==> src/rtl/onehot_index_decoder.sv <==
// Binary index to one-hot decoder behind a 2-entry valid/ready buffer, with a transfer counter.
// Define ONEHOT_DEC_ACC_EN to include the sticky OR-accumulator on acc_mask; otherwise acc_mask is 0.
module onehot_index_decoder #(
    parameter  int IDX_W = 3,
    localparam int N     = 2 ** IDX_W
) (
    input  logic             clk,
    input  logic             rst,
    input  logic             in_valid,
    output logic             in_ready,
    input  logic [IDX_W-1:0] in_idx,
    input  logic             in_en,
    output logic             out_valid,
    input  logic             out_ready,
    output logic [N-1:0]     out_onehot,
    output logic [7:0]       xfer_cnt,
    input  logic             acc_clr,
    output logic [N-1:0]     acc_mask
);

    logic [1:0]   r_occ;
    logic [N-1:0] r_head;
    logic [N-1:0] r_tail;
    logic         r_in_ready;
    logic [7:0]   r_xfer_cnt;

    logic         w_push;
    logic         w_pop;
    logic [N-1:0] w_word;
    logic [1:0]   w_occ_nxt;
    logic [N-1:0] w_head_nxt;
    logic [N-1:0] w_tail_nxt;

    assign w_push = in_valid & r_in_ready;
    assign w_pop  = out_valid & out_ready;

    always_comb begin
        w_word = '0;
        if (in_en) begin
            w_word = N'(1) << in_idx;
        end
    end

    // The head register drives out_onehot directly; it is zeroed whenever the buffer drains.
    always_comb begin
        w_occ_nxt  = r_occ;
        w_head_nxt = r_head;
        w_tail_nxt = r_tail;
        case (r_occ)
            2'd0: begin
                if (w_push) begin
                    w_head_nxt = w_word;
                    w_occ_nxt  = 2'd1;
                end
            end
            2'd1: begin
                case ({w_push, w_pop})
                    2'b11: w_head_nxt = w_word;
                    2'b10: begin
                        w_tail_nxt = w_word;
                        w_occ_nxt  = 2'd2;
                    end
                    2'b01: begin
                        w_head_nxt = '0;
                        w_occ_nxt  = 2'd0;
                    end
                    default: ;
                endcase
            end
            2'd2: begin
                if (w_pop) begin
                    w_head_nxt = r_tail;
                    w_occ_nxt  = 2'd1;
                end
            end
            default: begin
                w_head_nxt = '0;
                w_occ_nxt  = 2'd0;
            end
        endcase
    end

    always_ff @(posedge clk) begin
        if (rst) begin
            r_occ      <= 2'd0;
            r_head     <= '0;
            r_tail     <= '0;
            r_in_ready <= 1'b0;
            r_xfer_cnt <= 8'd0;
        end else begin
            r_occ      <= w_occ_nxt;
            r_head     <= w_head_nxt;
            r_tail     <= w_tail_nxt;
            r_in_ready <= (w_occ_nxt != 2'd2);
            if (w_pop) begin
                r_xfer_cnt <= r_xfer_cnt + 8'd1;
            end
        end
    end

    assign in_ready   = r_in_ready;
    assign out_valid  = (r_occ != 2'd0);
    assign out_onehot = r_head;
    assign xfer_cnt   = r_xfer_cnt;

`ifdef ONEHOT_DEC_ACC_EN
    logic [N-1:0] r_acc;

    // A clear in the same cycle as a handshake keeps only the word being delivered.
    always_ff @(posedge clk) begin
        if (rst) begin
            r_acc <= '0;
        end else if (acc_clr) begin
            r_acc <= w_pop ? r_head : '0;
        end else if (w_pop) begin
            r_acc <= r_acc | r_head;
        end
    end

    assign acc_mask = r_acc;
`else
    logic w_unused_acc_clr;
    assign w_unused_acc_clr = acc_clr;
    assign acc_mask         = '0;
`endif

endmodule

==> config.mk <==
export PLATFORM = sky130hd
export DESIGN_NAME = onehot_index_decoder
export DESIGN_NICKNAME = d
export VERILOG_FILES = /design/src/rtl/onehot_index_decoder.sv
export SDC_FILE = /design/constraint.sdc
export NUM_CORES = 1
export LEC_CHECK = 0
export ABC_AREA = 1
export BUFFER_PORTS_ARGS = -buffer_cell sky130_fd_sc_hd__buf_2
export CORE_MARGIN = 2
export CORE_UTILIZATION = 56
export DETAILED_ROUTE_END_ITERATION = 10
export GPL_ROUTABILITY_DRIVEN = 0
export GPL_TIMING_DRIVEN = 0
export PLACE_DENSITY = 0.84
export SLEW_MARGIN = 30
export SYNTH_ARGS = -nofsm -noshare
export SYNTH_HDL_FRONTEND = slang
export SYNTH_SLANG_ARGS = --single-unit
==> constraint.sdc <==
create_clock -name clk -period 4 [get_ports clk]
set_clock_uncertainty 0.1 [all_clocks]
set_input_delay 0.2 -clock clk [delete_from_list [all_inputs] [get_ports clk]]
set_output_delay 0.2 -clock clk [all_outputs]
set_load 0.02 [all_outputs]
==> flow_summary.ini, run 1 <==
[sta]
setup-tns-final_ps = 0
grt_setup_unrepaired = no
max_slew_margin = 0.5489
hold_slack_ps = 33.17
hold_viol = 0
tightest_slew_ps = 676.6
finalCriticalPeriod_ps = 2073
fin_crit_sh = 0.5182
setup_violations = 0
setup_ws_ps = 1927
clock.fmax_mhz = 482.5
final_max_slew_viol_count = 0

[grt]
grt_overflow = 0
gr-usage-all-layers = 0.2216
grt_antenna_before_repair = 0
grt_pass1_wl_um = 4643
grt_max_degree = 16
grt_pass1_vias = 1061

[clock_tree]
clk_pin_slew_ps = 140
cts_tree = built
cts_resized = 0
clk_path_buf_depth = 2
clk_latency_ps = 330
root_buffer = clkbuf_4
numCtsBuffers = 3
htreeDepth = 1
clkSinkCount = 27

[die]
dieArea_um2 = 2861
fp.coreArea_um2 = 2255
ios = 35
dieWidth_um = 53.49
die_y_um = 53.49
start_util = 0.6082
num_rows = 17

[drt]
ant_nets = 0
drt_wl_total_um = 2713
num_vias = 1308
wl_per_cell_um = 10.20
drt_iter0_drc = 32
viasPerCell = 4.917
drtPass1Iterations = 4
drc = 0

[worst_setup_path]
cp_cell_sequence = nor2_2, nor2_4, ha_1, a21oi_1, nand2_1, nand2_1, nand2_1, a21oi_1
r2r_cells = 8
crit_arrival_ps = 2240
path_depth = 8
crit_slowest_cell = a21oi_1
crit_buf_inv = 0
crit_top_cell = nand2_1
crit_type = reg2reg
worstPathMaxFanout = 8
worstSetupEndpointType = flip-flop
worstPathRequired_ps = 4170
cp_top_family = compound AO/OA/AOI/OAI gates
slowest_delay_ps = 550
start_kind = flip-flop

[power_and_ir_drop]
peakVddDrop_v = 0.0002865
p_leak_nw = 0.7642
power_density_nw_per_um2 = 290.6

[placement]
dp_hpwl_um = 2077
portBuffers = 25
postPlaceCellArea_um2 = 1558
place_worst_setup_slack_ps = 1982

[yosys]
synth_seq_cells = 27
yosysTopAreaCell = dfxtp_1
synthesis.area_um2 = 1371
async_reset_ff_frac = 0
synth-edff-count = 0
syn_area_per_cell_um2 = 6.822
yosysSeqAreaShare = 0.3942
synthCells = 201
ys_types = 26
synth.top_cell.area_share = 0.3942
synth_area_leaders = dfxtp_1, nand2_1, nor2_1, o21ai_0, inv_1
synth_most_common_cell = nand2_1
yosys_warnings = 0
synth_common_cells = nand2_1, nor2_1, dfxtp_1
ys.flop_type = dfxtp_1

[final_layout]
post-route-util = 0.7075
fin_nets = 250
n_antenna_cell = 0
area_growth_pct = 16.33
final_area_um2 = 1595
drive_above_1_share = 0.2101

[job]
maxCapViolCount = 0

[worst_hold_path]
hp-class = in2reg
worstHoldPathCells = 3

[run_status]
status = finished, final reports clean
## stage by stage
step / cells / power, mW
after floorplan: 208 / 0.3335
after global placement: 261 / 0.3491
after detailed placement: 261 / 0.3499
after CTS: 266 / 0.4670
after global routing: 266 / 0.4886
final: 266 / 0.4636
## path summary, 6_finish.rpt
| path | start | end | slack (ps) |
|---|---|---|---|
| max | r_occ[0]$_SDFF_PP0_ | out_onehot[5]$_SDFFE_PP0P_ | 1930 |
| min | out_ready | r_occ[0]$_SDFF_PP0_ | 30 |
| max reg2reg | r_occ[0]$_SDFF_PP0_ | out_onehot[5]$_SDFFE_PP0P_ | 1930 |
| min reg2reg | out_onehot[6]$_SDFFE_PP0P_ | out_onehot[6]$_SDFFE_PP0P_ | 370 |
## state kept, by name, summed over array words and instances (netlist names)
signal      count
out_onehot      8
r_tail          8
xfer_cnt        8
r_occ           2
in_ready        1
## layout by cell type, fill, tap and decap left out
master / instances
buf_2: 25
inv_2: 1
conb_1: 8
clkbuf_4: 3
nor2_1: 34
nor2_4: 3
a31oi_1: 1
nand3_1: 3
nor2_2: 3
nand2_1: 59
ha_1: 2
nand4_4: 1
nor3b_1: 1
clkbuf_1: 1
o21ai_2: 1
dfxtp_1: 27
buf_4: 8
dlygate4sd3_1: 1
nand4_1: 4
a21oi_1: 12
nor3_1: 1
nand2_4: 1
buf_1: 1
o21bai_1: 1
inv_1: 18
nand3_2: 1
clkinv_2: 2
a21oi_2: 1
o21ai_0: 14
## layer usage
| metal | routed length [um] | vias up | GRT usage |
|---|---|---|---|
| li1 | - | 695 | - |
| met1 | 1345 | 563 | 0.3108 |
| met2 | 1164 | 46 | 0.3354 |
| met3 | 175 | 4 | 0.05085 |
| met4 | 27 | 0 | 0.06410 |
| met5 | 0 | - | 0 |
## cell families after synthesis
kind of cell             Yosys count  synth area share
AO/OA/AOI/OAI                     30            0.1177
adder cells (fa/ha/maj)            2           0.01825
buffers and inverters             30            0.1049
flip-flops                        27            0.3942
other                              1          0.002735
AND/OR/NAND/NOR                  111            0.3622
## power by group
part	leakage, nW	switching, mW	internal [mW]
combinational	0.528	0.0444	0.0226
clock	0.0177	0.0803	0.0376
sequential	0.218	0.00464	0.274
total	0.764	0.129	0.334
## layout make-up
class	instances	area, um^2
plain buffers	10	67.56
clock buffers	3	22.52
clock inverters	1	5.005
fillers	218	659.4
inverters	20	76.32
multi-input cells	151	713.2
flip-flops and latches	27	540.5
well taps	28	35.03
repair buffers	26	135.1
## worst reg2reg max path: stages (launching register included)
cell	delay [ps]
dfxtp_1	400
nor2_2	250
nor2_4	80
ha_1	200
a21oi_1	550
nand2_1	120
nand2_1	90
nand2_1	70
a21oi_1	140
## timing repair
item,CTS,global route
endpoints found under the hold margin,2,0
buffers inserted,0,0
hold buffers,1,0
Note: power is estimated with default switching activity, not from simulation.
==> inputs of run 2 (changes only) <==
--- a/config.mk
+++ b/config.mk
@@ -8,11 +8,11 @@
 export ABC_AREA = 1
 export BUFFER_PORTS_ARGS = -buffer_cell sky130_fd_sc_hd__buf_2
 export CORE_MARGIN = 2
-export CORE_UTILIZATION = 56
+export CORE_UTILIZATION = 52
 export DETAILED_ROUTE_END_ITERATION = 10
 export GPL_ROUTABILITY_DRIVEN = 0
 export GPL_TIMING_DRIVEN = 0
-export PLACE_DENSITY = 0.84
+export PLACE_DENSITY = 0.79
 export SLEW_MARGIN = 30
 export SYNTH_ARGS = -nofsm -noshare
 export SYNTH_HDL_FRONTEND = slang
==> constraint.sdc (replaced) <==
create_clock -name clk -period 2 [get_ports clk]
set_clock_uncertainty 0.1 [all_clocks]
set_input_delay 0.1 -clock clk [delete_from_list [all_inputs] [get_ports clk]]
set_output_delay 0.1 -clock clk [all_outputs]
set_load 0.02 [all_outputs]
==> run 2 against run 1 <==
Effect of this change: register-to-register slack worse by 1800 ps; via count down 4.2%; clock power grew 92%; flip-flop and latch count unchanged; non-clock buffer count increased by 1.
==> flow_summary.ini, run 2 (same netlist as run 1, synthesis figures left out) <==
[sta]
fin_crit_sh = 0.9483
grt_setup_unrepaired = no
hold_viol = 0
final_max_slew_viol_count = 0
tightest_slew_ps = 562.9
finalCriticalPeriod_ps = 1897
setup-tns-final_ps = 0
setup_violations = 0
setup_ws_ps = 103.4
max_slew_margin = 0.6208
clock.fmax_mhz = 527.3

[worst_hold_path]
hp-class = in2reg
worstHoldPathCells = 5

[job]
maxCapViolCount = 0

[worst_setup_path]
slowest_delay_ps = 550
path_depth = 6
crit_buf_inv = 1
crit_slowest_cell = dlygate4sd3_1
cp_cell_sequence = nor2_4, nor2_4, ha_1, nand2_1, a31oi_1, dlygate4sd3_1
timing.critical_path.from = r_occ[0]$_SDFF_PP0_
r2r_cells = 6
crit_end = r_occ[0]$_SDFF_PP0_
r2r_slack_ps = 100
r2r_start = r_occ[0]$_SDFF_PP0_
crit_top_cell = nor2_4
worstPathMaxFanout = 6
cp_top_family = buffers and inverters
crit_type = reg2reg
crit_arrival_ps = 2070
r2r_end = r_occ[0]$_SDFF_PP0_
worstSetupEndpointType = flip-flop
start_kind = flip-flop
worstPathRequired_ps = 2170

[final_layout]
final_area_um2 = 1618
post-route-util = 0.6530
drive_above_1_share = 0.2176
layout_common_cells = nand2_1, nor2_1, dfxtp_1, buf_2, inv_1
area_growth_pct = 17.97
layout_commonest_cell = nand2_1
fill_cells = 247
fin_nets = 251
n_antenna_cell = 0

[run_status]
status = finished, final reports clean

[die]
start_util = 0.5535
fp.coreArea_um2 = 2477
ios = 35
dieArea_um2 = 3064
num_rows = 18
die_y_um = 55.36
dieWidth_um = 55.36

[clock_tree]
clk_latency_ps = 320
root_buffer = clkbuf_4
clk_pin_slew_ps = 130
postCtsSetupRepairBufs = 0
htreeDepth = 1
clk_path_buf_depth = 2
numCtsBuffers = 3
clkSinkCount = 27
cts_tree = built

[placement]
postPlaceCellArea_um2 = 1560
place_worst_setup_slack_ps = 32.84
dp_hpwl_um = 2021
portBuffers = 25

[drt]
drt_iter0_drc = 33
viasPerCell = 4.658
drt_wl_total_um = 2548
drtPass1Iterations = 4
wl_per_cell_um = 9.472
drc = 0
ant_nets = 0
num_vias = 1253

[grt]
grt_overflow = 0
gr-usage-all-layers = 0.1788
grt_pass1_vias = 1059
grt_max_degree = 15
grt_antenna_before_repair = 0
grt_pass1_wl_um = 4436

[power_and_ir_drop]
power_density_nw_per_um2 = 568.8
peakVddDrop_v = 0.0004794
p_leak_nw = 0.7713
[run 2: cell types whose count changed in the layout (fill, tap and decap cells not counted)]
cell,previous run,this run
dfxtp_1,27,25
dfxtp_2,0,2
a21oi_1,12,11
a21oi_2,1,2
clkbuf_1,1,2
clkinv_2,2,1
dlygate4sd3_1,1,2
nor2_2,3,2
nor2_4,3,4
[run 2: worst min path at each step]
stage,slack (ps),start,end
after floorplan,70,rst,r_occ[0]$_SDFF_PP0_
after global placement,220,rst,r_occ[0]$_SDFF_PP0_
after detailed placement,220,rst,r_occ[0]$_SDFF_PP0_
after CTS,130,in_valid,r_occ[1]$_SDFF_PP0_
after global routing,120,in_valid,r_occ[1]$_SDFF_PP0_
final,140,in_valid,r_occ[1]$_SDFF_PP0_
[run 2: repair_timing]
item / 4_1_cts / 5_1_grt
hold buffers: 2 / 0
endpoints found under the hold margin: 2 / 0
setup endpoints to repair: 0 / 9
resized for setup: 0 / 4
[run 2: worst reg2reg max path: cells and delay by family (launching register included)]
family	cells	cell delay, ps
and+or+nand+nor	3	320
adders and majority gates	1	330
AOI/OAI and AO/OA	1	160
buffers and inverters	1	550
DFF	1	390
[run 2: power breakdown]
part / internal (mW) / total (mW) / switching [mW]
sequential: 0.548 / 0.558 / 0.00996
clock: 0.0781 / 0.227 / 0.149
combinational: 0.0477 / 0.134 / 0.0868
[run 2: through the flow]
stage	hold WS (ps)	total power [mW]	cells
final	135.8	0.9201	269
after detailed placement	223.5	0.6990	263
after global routing	122.3	0.9804	269
after CTS	133.7	0.9256	269
after global placement	218.2	0.6968	263
after floorplan	69.41	0.6670	208
[run 2: cell type report]
| type | instances | area, um^2 | share of cell area |
|---|---|---|---|
| inverter | 20 | 76.32 | 0.04718 |
| tap | 30 | 37.54 | 0.02320 |
| timing repair buffer | 27 | 145.1 | 0.08971 |
| sequential | 27 | 543.0 | 0.3357 |
| multi-input combinational | 151 | 721.9 | 0.4462 |
| clock buffer | 4 | 26.28 | 0.01624 |
| buffer | 10 | 67.56 | 0.04176 |
[run 2: routing by layer]
layer / wire length [um] / track usage
met1: 1211 / 0.2240
met2: 1181 / 0.3010
met3: 127 / 0.04215
met4: 27 / 0.05923
met5: 0 / 0
